## src/rtl/imem_boot_ctrl_if.sv

```systemverilog
// Valid/ready stream that carries the boot image into the controller.
interface imem_boot_ctrl_if #(
  parameter int DATA_W = 32
) ();
  logic              load_valid;
  logic              load_ready;
  logic [DATA_W-1:0] load_data;
  logic              load_last;

  modport master (output load_valid, load_data, load_last, input load_ready);
  modport slave  (input load_valid, load_data, load_last, output load_ready);
endinterface

```

## src/rtl/imem_boot_ctrl.sv

```systemverilog
// Boot controller: streams an instruction image into imem, then sequences the CPU reset.
//
// state | meaning
// IDLE  | after reset, CPU held in reset, waiting for start
// LOAD  | accepting words, one imem write per accepted word
// HOLD  | image complete, CPU still in reset for RST_HOLD cycles
// RUN   | CPU released, done asserted
// ERR   | image overflowed imem, CPU held in reset until start
module imem_boot_ctrl #(
  parameter int ADDR_W   = 10,
  parameter int DATA_W   = 32,
  parameter int RST_HOLD = 4
) (
  input  logic              clk_i,
  input  logic              rst_ni,
  input  logic              start_i,
  imem_boot_ctrl_if.slave   load,
  output logic              imem_we_o,
  output logic [ADDR_W-1:0] imem_addr_o,
  output logic [DATA_W-1:0] imem_wdata_o,
  output logic              cpu_rst_o,
  output logic              busy_o,
  output logic              done_o,
  output logic              err_o,
  output logic [ADDR_W:0]   word_count_o
);

  typedef enum logic [2:0] {
    S_IDLE,
    S_LOAD,
    S_HOLD,
    S_RUN,
    S_ERR
  } state_e;

  localparam logic [ADDR_W-1:0] PTR_MAX   = '1;
  localparam logic [ADDR_W-1:0] PTR_ONE   = ADDR_W'(1);
  localparam logic [ADDR_W:0]   CNT_ONE   = (ADDR_W+1)'(1);
  localparam logic [7:0]        HOLD_INIT = 8'(RST_HOLD - 1);

  state_e            state_q, state_d;
  logic [ADDR_W-1:0] ptr_q, ptr_d;
  logic [ADDR_W:0]   cnt_q, cnt_d;
  logic [7:0]        hold_q, hold_d;
  logic              cpu_rst_q, cpu_rst_d;
  logic              busy_q, busy_d;
  logic              done_q, done_d;
  logic              err_q, err_d;
  logic              accept;

  assign load.load_ready = (state_q == S_LOAD);
  assign accept          = load.load_ready & load.load_valid;
  assign imem_we_o       = accept;
  assign imem_addr_o     = ptr_q;
  assign imem_wdata_o    = load.load_data;

  always_ff @(posedge clk_i or negedge rst_ni) begin
    if (!rst_ni) begin
      state_q   <= S_IDLE;
      ptr_q     <= '0;
      cnt_q     <= '0;
      hold_q    <= '0;
      cpu_rst_q <= 1'b1;
      busy_q    <= 1'b0;
      done_q    <= 1'b0;
      err_q     <= 1'b0;
    end else begin
      state_q   <= state_d;
      ptr_q     <= ptr_d;
      cnt_q     <= cnt_d;
      hold_q    <= hold_d;
      cpu_rst_q <= cpu_rst_d;
      busy_q    <= busy_d;
      done_q    <= done_d;
      err_q     <= err_d;
    end
  end

  always_comb begin
    state_d = state_q;
    ptr_d   = ptr_q;
    cnt_d   = cnt_q;
    hold_d  = hold_q;

    case (state_q)
      S_IDLE, S_RUN, S_ERR: begin
        if (start_i) begin
          state_d = S_LOAD;
          ptr_d   = '0;
          cnt_d   = '0;
        end
      end
      S_LOAD: begin
        if (accept) begin
          cnt_d = cnt_q + CNT_ONE;
          // Pointer saturates at the top word so it can never wrap to 0.
          if (ptr_q != PTR_MAX) begin
            ptr_d = ptr_q + PTR_ONE;
          end
          if (load.load_last) begin
            state_d = S_HOLD;
            hold_d  = HOLD_INIT;
          end else if (ptr_q == PTR_MAX) begin
            state_d = S_ERR;
          end
        end
      end
      S_HOLD: begin
        if (hold_q == 8'd0) begin
          state_d = S_RUN;
        end else begin
          hold_d = hold_q - 8'd1;
        end
      end
      default: state_d = S_IDLE;
    endcase

    // Status outputs are registered copies decoded from the next state.
    cpu_rst_d = (state_d != S_RUN);
    busy_d    = (state_d == S_LOAD) || (state_d == S_HOLD);
    done_d    = (state_d == S_RUN);
    err_d     = (state_d == S_ERR);
  end

  assign cpu_rst_o    = cpu_rst_q;
  assign busy_o       = busy_q;
  assign done_o       = done_q;
  assign err_o        = err_q;
  assign word_count_o = cnt_q;

endmodule
```

## src/flat_wrapper.sv

```systemverilog
// flat-port wrapper written by rule: the top's interface ports become plain ports
module imem_boot_ctrl_flat 
#(
  parameter int ADDR_W   = 10,
  parameter int DATA_W   = 32,
  parameter int RST_HOLD = 4
)
  (clk_i, rst_ni, start_i, imem_we_o, imem_addr_o, imem_wdata_o, cpu_rst_o, busy_o, done_o, err_o, word_count_o, load_load_valid, load_load_data, load_load_last, load_load_ready);
  imem_boot_ctrl_if #(.DATA_W(DATA_W)) load_i ();
  input  logic clk_i;
  input  logic rst_ni;
  input  logic start_i;
  output logic imem_we_o;
  output logic [ADDR_W-1:0] imem_addr_o;
  output logic [DATA_W-1:0] imem_wdata_o;
  output logic cpu_rst_o;
  output logic busy_o;
  output logic done_o;
  output logic err_o;
  output logic [ADDR_W:0] word_count_o;
  input wire logic [$bits(load_i.load_valid)-1:0] load_load_valid;
  input wire logic [$bits(load_i.load_data)-1:0] load_load_data;
  input wire logic [$bits(load_i.load_last)-1:0] load_load_last;
  output wire logic [$bits(load_i.load_ready)-1:0] load_load_ready;
  assign load_i.load_valid = load_load_valid;
  assign load_i.load_data = load_load_data;
  assign load_i.load_last = load_load_last;
  assign load_load_ready = load_i.load_ready;
  imem_boot_ctrl #(.ADDR_W(ADDR_W), .DATA_W(DATA_W), .RST_HOLD(RST_HOLD)) u_core (.clk_i(clk_i), .rst_ni(rst_ni), .start_i(start_i), .load(load_i), .imem_we_o(imem_we_o), .imem_addr_o(imem_addr_o), .imem_wdata_o(imem_wdata_o), .cpu_rst_o(cpu_rst_o), .busy_o(busy_o), .done_o(done_o), .err_o(err_o), .word_count_o(word_count_o));
endmodule
```

## config.mk

```make
export PLATFORM = sky130hd
export DESIGN_NAME = imem_boot_ctrl_flat
export DESIGN_NICKNAME = d
export VERILOG_FILES = /design/src/rtl/imem_boot_ctrl_if.sv /design/src/rtl/imem_boot_ctrl.sv /design/src/flat_wrapper.sv
export SDC_FILE = /design/constraint.sdc
export NUM_CORES = 1
export LEC_CHECK = 0
export CORE_MARGIN = 3
export CORE_UTILIZATION = 40
export CTS_CLUSTER_SIZE = 28
export DETAILED_ROUTE_END_ITERATION = 7
export PLACE_DENSITY_LB_ADDON = 0.1
export SYNTH_ARGS = -nofsm -noshare
export SYNTH_HDL_FRONTEND = slang
export SYNTH_SLANG_ARGS = --single-unit
```

## constraint.sdc

```tcl
create_clock -name clk_i -period 2.36 [get_ports clk_i]
set_input_delay 0.236 -clock clk_i [delete_from_list [all_inputs] [get_ports clk_i]]
set_output_delay 0.236 -clock clk_i [all_outputs]
set_load 0.1 [all_outputs]
```

---- After elaboration in Yosys (flattened, before gate mapping) ----
Index checks and enable logic that the tools add are counted.
word-level totals
  bits in writable memories ............... 0
  output and inout bits ................... 59
  word-level logic and storage cells ...... 54
  register bits after elaboration ......... 36
  ROM bits ................................ 0
  bits of input ports ..................... 37
  bits in latches ......................... 0
  memories ................................ 0
operators by class
  $mul .................................... 0
  shifts and indexed selects .............. 0
  bitwise operators ....................... 1
  $add $sub $neg .......................... 3
  div/mod/pow operators ................... 0
  $lt $le $gt $ge ......................... 0
  reductions and logical operators ........ 9
  multiplexer cells ....................... 17
  eq/ne operators ......................... 16
operators by type and width
  kind                                                                    number
  10-bit two-way mux                                                      3
  8-bit two-way mux                                                       3
  11-bit two-way mux                                                      2
  11-bit one-hot mux with 2 select lines                                  1
  10-bit one-hot mux with 2 select lines                                  1
  8-bit one-hot mux with 2 select lines                                   1
  3-bit two-way mux                                                       5
  3-bit by 2-bit equality test with 1-bit output (second input constant)  4
  11-bit by 1-bit adder with 11-bit output (second input constant)        1
  10-bit by 1-bit adder with 10-bit output (second input constant)        1
  10-bit equality test (second input constant)                            1
  10-bit != test (second input constant)                                  1
  2-bit != test (second input constant)                                   5
  3-bit one-hot mux with 3 select lines                                   1
  8-bit logical NOT                                                       1
  4-bit AND reduction                                                     2
  8-bit by 1-bit subtractor with 8-bit output (second input constant)     1
  3-bit by 1-bit equality test with 1-bit output (second input constant)  2
  3-bit equality test (second input constant)                             2
  2-bit nonzero test                                                      2
  3-bit logical NOT                                                       1
  3-bit by 2-bit != test with 1-bit output (second input constant)        1
  3-bit AND reduction                                                     1
  3-bit OR reduction                                                      1
  other kinds (2)                                                         2

---- Logic depth before layout (Yosys ltp) ----
Gate-level depths: netlist of the first run.
  depth in word-level cells ............... 7
  depth in mapped cells ................... 8
  gate-level depth less buffers ........... 7

---- Worst setup path before layout of the first run ----
Ideal clock, no wire load.
  path kind ............................... reg-to-reg
  from .................................... reg u_core.state_q[0]
  to ...................................... reg u_core.hold_q[2]
  data arrival time ....................... 3.841 ns
  setup slack ............................. -1.601 ns
  path buffers ............................ 1
  stages on the path, launching flop included .. 7
  cell sequence ........................... dfrtp_1 > nor3b_1 > a32oi_1 > o21ai_2 > buf_6 > nor2_1 > a31o_2
on the way
  word-level cells in the longest chain between the ends .. 4
ends and longest elaborated chain
  item                                              line                  source
  from (decl)                                       imem_boot_ctrl.sv:41  state_e state_q, state_d;
  from (signal assigned)                            imem_boot_ctrl.sv:68  state_q <= state_d;
  3-bit by 1-bit equality test with 1-bit output *  imem_boot_ctrl.sv:51  assign load.load_ready = (state_q == S_LOAD);
  net load_load_ready                               flat_wrapper.sv:24    output wire logic [$bits(load_i.load_ready)-1:0] load_load_ready;
  1-bit AND                                         imem_boot_ctrl.sv:52  assign accept = load.load_ready & load.load_valid;
  2-bit != test (no line)                           --
  4-bit AND reduction (no line)                     --
  to (signal assigned)                              imem_boot_ctrl.sv:71  hold_q <= hold_d;
  to (decl)                                         imem_boot_ctrl.sv:44  logic [7:0] hold_q, hold_d;
Mark *: on every way through the listed nets, which the timed path passes. The rest lies on a longest branch.
A chain may end at the register's enable or synchronous reset.

==> results of run 1 <==
cells in the final DEF, fill, tap and decap left out, drive strengths merged, types with 2 or more instances in the layout:
cell           instances
nor3b                  3
inv                    8
a21oi                  9
clkinv                 2
nand4                  6
o31ai                  6
xnor2                  5
ha                     3
dfrtp                 35
xor2                   9
o21a                   3
and3                   3
or4                    4
buf                   34
nor2                  22
nand3                  8
and2                   3
nor4                   7
a22o                   2
clkdlybuf4s50          4
clkbuf                 7
nor3                   3
o21ai                  6
or3                    6
nand2                 11
through the flow:
step           util [%]  power (W)  cells
2_1_floorplan         -    0.00224    218
3_3_place_gp       45.9    0.00231    287
3_5_place_dp       45.9    0.00234    287
4_1_cts            47.6    0.00276    295
5_1_grt            47.7    0.00289    295
6_report           47.7    0.00274    295
path summary, 6_finish.rpt:
path / slack (ns) / startpoint / cells past startpoint / endpoint
max: 0.27 / u_core.imem_addr_o[0] / 6 / u_core.hold_q[3]
min: 0.36 / rst_ni / 2 / u_core.word_count_o[7]
max reg2reg: 0.27 / u_core.imem_addr_o[0] / 6 / u_core.hold_q[3]
min reg2reg: 0.53 / u_core.imem_addr_o[0] / 1 / u_core.imem_addr_o[0]
max in group asynchronous: 1.64 / rst_ni / 2 / u_core.cpu_rst_o
min in group clk_i: 0.47 / load_load_data[11] / 0 / imem_wdata_o[11]
flip-flops by register name, indices dropped and copies added (netlist names):
register / cells
u_core.done_o: 1
u_core.err_o: 1
u_core.word_count_o: 11
u_core.hold_q: 8
u_core.busy_o: 1
u_core.imem_addr_o: 10
u_core.state_q: 3
u_core.cpu_rst_o: 1
cells by family (layout without fill, tap and decap cells):
group	count (synthesis)	in the layout	share of synthesized area, %
adders and majority gates	3	3	1.77
DFF	36	36	42.6
AOI/OAI and AO/OA	36	36	12.2
xor gates and xnor gates	14	14	5.79
muxes	1	1	0.532
and+or+nand+nor	83	83	22.7
buffers and inverters	45	55	14.4
timing repair:
action / 4_1_cts / 5_1_grt
buffers inserted: 0 / 0
gates resized for setup: 0 / 1
endpoints found under the setup margin: 0 / 1
power groups by stage:
stage | clock [W] | sequential (W) | combinational [W]
after floorplan | 0 | 0.00132 | 0.000917
after global placement | 0 | 0.000901 | 0.00141
after global routing | 0.000455 | 0.000921 | 0.00151
after CTS | 0.000435 | 0.000895 | 0.00143
final | 0.000420 | 0.000898 | 0.00142
after detailed placement | 0 | 0.000905 | 0.00143
critical path: stages (launching register included):
cell and delay (ns):
sky130_fd_sc_hd__dfrtp_2 0.41, sky130_fd_sc_hd__ha_1 0.17, sky130_fd_sc_hd__nand4_1 0.27, sky130_fd_sc_hd__nor4_4 0.34, sky130_fd_sc_hd__o21ai_2 0.15, sky130_fd_sc_hd__or4_1 0.52
sky130_fd_sc_hd__a21oi_1 0.14
metal layers:
metal / vias up / wire length, µm
met5: - / 0
met4: 0 / 252
met3: 44 / 343
met2: 45 / 2240
met1: 770 / 1910
li1: 755 / -
final cells by class:
type                       instances  area share [%]
multi-input combinational        137            39.5
sequential                        36            38.8
timing repair buffer              38            13.1
tap                               67            3.58
clock buffer                       7            3.26
inverter                           9            1.44
clock inverter                     1           0.214
==> flow_metrics.env, run 1 <==
export IMPL_run_status="finished, final reports clean"
export IMPL_cts_sinks=36
export IMPL_tritoncts_num_buffers=5
export IMPL_gr_usage_met1_pct=18.1
export IMPL_timing_worst_setup_path_type="flip-flop to flip-flop"
export IMPL_synth_ff_type="sky130_fd_sc_hd__dfrtp_1"
export IMPL_netSwitchingPower_w=0.00138
export IMPL_finalMaxSlewViolations=0
export IMPL_sequential_cell_area_um2=910
export IMPL_dieWidth_um=78.8
export IMPL_drt_pass1_iterations=4
export IMPL_layer_with_the_highest_usage="met2"
export IMPL_switching_share_pct=50.3
export IMPL_holdWs_ns=0.359
export IMPL_timing_fmax_mhz=478
export IMPL_synth_edff_count=0
export IMPL_critical_path_max_fanout=8
export IMPL_synth_cell_types=48
export IMPL_synth_largest_area_cell="sky130_fd_sc_hd__dfrtp_1"
export IMPL_ir_worst_vdd_mv=0.768
export IMPL_final_setup_worst_slack_ns=0.270
export IMPL_globalRouteMet2Util_pct=26.5
export IMPL_cp_required_ns=2.57
export IMPL_yosys_warnings=0
export IMPL_floorplan_die_area_mm2=0.00620
export IMPL_die_y_um=78.8
export IMPL_grt_util_met3_pct=3.29
export IMPL_startpoint_type="flip-flop"
export IMPL_globalRouteOverflowTotal=0
export IMPL_critical_path_arrival_ns=2.30
export IMPL_post_route_drc_count=0
export IMPL_worst_setup_path_end_kind="flip-flop"
export IMPL_diodes_inserted=0
export IMPL_routabilityCongestion=0.851
export IMPL_setup_violations=0
export IMPL_ys_ff_latch=36
export IMPL_largest_net_degree_at_the_start_of_global_routing=37
export IMPL_root_buffer="sky130_fd_sc_hd__clkbuf_8"
export IMPL_internal_power_w=0.00136
export IMPL_detailed_place_hpwl_um=3580
export IMPL_yosysSeqAreaShare_pct=42.6
export IMPL_detail_route_vias_per_cell=5.47
export IMPL_global_route_usage_total_pct=15.8
export IMPL_timing_hold_violations_final=0
export IMPL_design_core_area_mm2=0.00491
export IMPL_synth_top_cells_by_count="sky130_fd_sc_hd__dfrtp_1 (35), sky130_fd_sc_hd__buf_4 (32), sky130_fd_sc_hd__nor2_1 (22)"
export IMPL_detail_route_wl_per_cell_um=16.1
export IMPL_area_growth_syn_to_layout_pct=10.6
export IMPL_clk_latency_ns=0.29
export IMPL_synth_area_top_cells="sky130_fd_sc_hd__dfrtp_1 (41%), sky130_fd_sc_hd__buf_4 (11%), sky130_fd_sc_hd__nor2_1 (3.9%)"
export IMPL_cts_htree_levels=2
export IMPL_final_design_area_no_fill_mm2=0.00234
export IMPL_place_ws_ns=0.124
export IMPL_clock_pin_transition_on_the_worst_setup_and_hold_timing_paths_ns=0.07
export IMPL_power_clock_fraction_pct=15.3
export IMPL_total_leakage_power_nw=1.05
export IMPL_synth_largest_type_area_fraction_pct=41.4
export IMPL_multi_input_area_um2=926
export IMPL_layout_filler_cells=483
export IMPL_post_cts_hold_buffer_count=0
export IMPL_cts_path_max_buffers=2
export IMPL_port_buffers=31
export IMPL_power_per_cell_area_mw_per_mm2=1170
export IMPL_final_layout_size_suffix_gt1_share_pct=24.1
export IMPL_num_io_pins=96
export IMPL_seqPwrFrac_pct=32.8
export IMPL_synth_net_count=258
export IMPL_core_rowCount=25
export IMPL_comb_power_share_pct=51.9
export IMPL_min_path_type="input pin to async pin"
export IMPL_cap_viol_max_count=0
export IMPL_wire_length_after_detailed_routing_um=4750
export IMPL_first_pass_grt_wire_length_um=7770
export IMPL_netlist_instances=218
export IMPL_placed_cell_area_mm2=0.00226
export IMPL_antenna_found_initial=0
export IMPL_finalNetCount=267
export IMPL_timing_worst_slew_pin_value_ns=0.462
export IMPL_route_antenna_remaining_nets=0
export IMPL_netlist_area_mm2=0.00212
export IMPL_mean_area_per_synthesized_cell_um2=9.71
export IMPL_final_period_minus_worst_setup_slack_ns=2.09
export IMPL_first_global_vias=1605
export IMPL_via_count=1614
export IMPL_asyncSetResetFlopFracSynth_pct=100
export IMPL_period_utilisation_layout_pct=88.6
export IMPL_tritoncts="yes"
export IMPL_most_frequently_used_cell_type_in_the_post_synthesis_netlist="sky130_fd_sc_hd__dfrtp_1"
export IMPL_finalClockSkew_ns=0.00678
export IMPL_setup_total_negative_slack_ns=0
export IMPL_first_iter_violations=52
export IMPL_max_slew_margin_rel_pct=69.2
export IMPL_grt_setup_unrepaired="no"
export IMPL_initial_utilization_pct=43.1
Note: power is estimated with default switching activity, not from simulation.
==> run 2, diff against run 1 <==
==> constraint.sdc (replaced) <==
create_clock -name clk_i -period 2.36 [get_ports clk_i]
set_input_delay 0.236 -clock clk_i [delete_from_list [all_inputs] [get_ports clk_i]]
set_output_delay 0.236 -clock clk_i [all_outputs]
set_load 0.02 [all_outputs]
==> flow_metrics.env, run 2 (synthesis results as in run 1) <==
export IMPL_core_rowCount=25
export IMPL_worst_path_max_delay_cell="sky130_fd_sc_hd__o21ai_2"
export IMPL_post_cts_hold_buffer_count=0
export IMPL_critical_path_max_fanout=12
export IMPL_cts_sinks=36
export IMPL_largest_register_ffs=11
export IMPL_design_core_area_mm2=0.00491
export IMPL_internal_power_w=0.00145
export IMPL_final_common_cell="sky130_fd_sc_hd__dfrtp_1"
export IMPL_clk_latency_ns=0.29
export IMPL_regToRegSetupSlack_ns=0.17
export IMPL_timing_worst_setup_path_type="flip-flop to flip-flop"
export IMPL_layout_common_cells="sky130_fd_sc_hd__dfrtp_1 (35), sky130_fd_sc_hd__clkdlybuf4s50_1 (31), sky130_fd_sc_hd__nor2_1 (22)"
export IMPL_routabilityCongestion=0.889
export IMPL_critical_path_arrival_ns=2.37
export IMPL_final_layout_size_suffix_gt1_share_pct=9.65
export IMPL_min_path_type="input pin to async pin"
export IMPL_startpoint_type="flip-flop"
export IMPL_dieWidth_um=78.8
export IMPL_power_clock_fraction_pct=22.8
export IMPL_place_ws_ns=0.137
export IMPL_die_y_um=78.8
export IMPL_post_place_cells=287
export IMPL_max_slew_margin_rel_pct=69.2
export IMPL_comb_power_share_pct=39.4
export IMPL_period_utilisation_layout_pct=93.0
export IMPL_grt_setup_unrepaired="no"
export IMPL_port_buffers=31
export IMPL_path_buf_inv=1
export IMPL_finalNetCount=267
export IMPL_timing_hold_violations_final=0
export IMPL_diodes_inserted=0
export IMPL_worstRegToRegCells=7
export IMPL_critical_path_reg2reg_startpoint="u_core.hold_q[0]"
export IMPL_wire_length_after_detailed_routing_um=4590
export IMPL_run_status="finished, final reports clean"
export IMPL_floorplan_die_area_mm2=0.00620
export IMPL_detail_route_vias_per_cell=5.43
export IMPL_first_pass_grt_wire_length_um=7600
export IMPL_via_count=1602
export IMPL_destination_of_the_worst_register_to_register_timing_path="u_core.hold_q[2]"
export IMPL_seqPwrFrac_pct=37.8
export IMPL_post_route_drc_count=0
export IMPL_clock_pin_transition_on_the_worst_setup_and_hold_timing_paths_ns=0.08
export IMPL_cts_htree_levels=2
export IMPL_first_global_vias=1583
export IMPL_postCtsResizedCells=0
export IMPL_ir_worst_vdd_mv=0.707
export IMPL_timing_fmax_mhz=456
export IMPL_setup_violations=0
export IMPL_final_period_minus_worst_setup_slack_ns=2.19
export IMPL_cts_path_max_buffers=2
export IMPL_fin_util_pct=48.9
export IMPL_largest_delay_share_family_worst_path="compound AO/OA/AOI/OAI gates"
export IMPL_finalClockSkew_ns=0.00867
export IMPL_num_io_pins=96
export IMPL_initial_utilization_pct=43.1
export IMPL_area_growth_syn_to_layout_pct=13.5
export IMPL_route_antenna_remaining_nets=0
export IMPL_netSwitchingPower_w=0.000899
export IMPL_detailed_place_hpwl_um=3370
export IMPL_holdWs_ns=0.371
export IMPL_first_iter_violations=90
export IMPL_globalRouteOverflowTotal=0
export IMPL_timing_worst_slew_pin_value_ns=0.462
export IMPL_antenna_found_initial=0
export IMPL_global_route_usage_total_pct=15.5
export IMPL_tritoncts_num_buffers=5
export IMPL_final_instance_count_excl_fill=295
export IMPL_total_leakage_power_nw=1.01
export IMPL_drt_pass1_iterations=4
export IMPL_root_buffer="sky130_fd_sc_hd__clkbuf_8"
export IMPL_setup_total_negative_slack_ns=0
export IMPL_largest_net_degree_at_the_start_of_global_routing=37
export IMPL_cp_required_ns=2.53
export IMPL_tritoncts="yes"
export IMPL_timing_critical_path_slowest_cell_delay_ns=0.43
export IMPL_worst_setup_path_end_kind="flip-flop"
export IMPL_detail_route_wl_per_cell_um=15.5
export IMPL_critical_path_cell_chain="inv_1 -> ha_1 -> nor3b_1 -> a32oi_1 -> o21ai_2 -> nor2_1 -> a31o_2"
export IMPL_switching_share_pct=38.3
export IMPL_layout_filler_cells=478
export IMPL_cap_viol_max_count=0
export IMPL_postCtsSetupBuffers=0
export IMPL_finalMaxSlewViolations=0
export IMPL_final_setup_worst_slack_ns=0.166
export IMPL_power_per_cell_area_mw_per_mm2=977
==> run 2: changes by cell type in the layout (fill, tap and decap cells not counted), sizes merged <==
cell	previous run	this run
clkdlybuf4s50	4	31
bufinv	0	1
clkbuf	7	5
clkinvlp	0	1
buf	34	7
==> run 2: per-stage QoR <==
step / power, W / cell area, µm²
after floorplan: 0.00158 / 2120
after global placement: 0.00180 / 2290
after detailed placement: 0.00182 / 2290
after CTS: 0.00237 / 2400
after global routing: 0.00250 / 2400
final: 0.00235 / 2400
==> run 2: worst max-delay path by stage <==
| stage | startpoint | endpoint | slack, ns | cells after the start |
|---|---|---|---|---|
| final | u_core.hold_q[0] | u_core.hold_q[2] | 0.17 | 7 |
| after global routing | u_core.hold_q[0] | u_core.hold_q[2] | 0.02 | 7 |
| after detailed placement | load_load_valid | u_core.hold_q[3] | 0.14 | 6 |
| after CTS | u_core.state_q[1] | imem_we_o | 0.18 | 4 |
| after global placement | load_load_valid | u_core.hold_q[3] | 0.19 | 6 |
| after floorplan | u_core.state_q[0] | u_core.hold_q[2] | 0.31 | 6 |
==> run 2: layout make-up <==
cell class                      count  area, µm²  share of cell area (%)
Multi-Input combinational cell    137        910                    37.8
Sequential cell                    36        902                    37.5
Timing Repair Buffer               38        363                    15.1
Tap cell                           67       83.8                    3.49
Clock buffer                        5       68.8                    2.86
Clock inverter                      3       42.5                    1.77
Inverter                            9       33.8                    1.41
==> run 2: power by group through the flow <==
stage               Clock [W]  Combinational [W]  Sequential (W)
global placement            0           0.000914        0.000891
finish               0.000535           0.000926        0.000889
CTS                  0.000556           0.000928        0.000885
floorplan                   0           0.000636        0.000944
global route         0.000580            0.00101        0.000908
detailed placement          0           0.000925        0.000895
==> run 2: routing by layer <==
layer  wire length, µm  global-route usage [%]  vias to the layer above  share of wire (%)
met4               285                    10.7                        0                6.2
met5                 0                       0                        -                  0
met2              2010                    24.4                       39                 44
met3               295                    3.97                       54                6.4
met1              2000                    18.4                      746                 44
li1                  -                       -                      763                  -
==> run 3, diff against run 2 <==
--- a/config.mk
+++ b/config.mk
@@ -9,6 +9,7 @@
 export CORE_UTILIZATION = 40
 export CTS_CLUSTER_SIZE = 28
 export DETAILED_ROUTE_END_ITERATION = 7
+export HOLD_SLACK_MARGIN = 0.15
 export PLACE_DENSITY_LB_ADDON = 0.1
 export SYNTH_ARGS = -nofsm -noshare
 export SYNTH_HDL_FRONTEND = slang
==> results of run 3 <==
No change in the layout: final DEF, timing and power equal those of run 2.
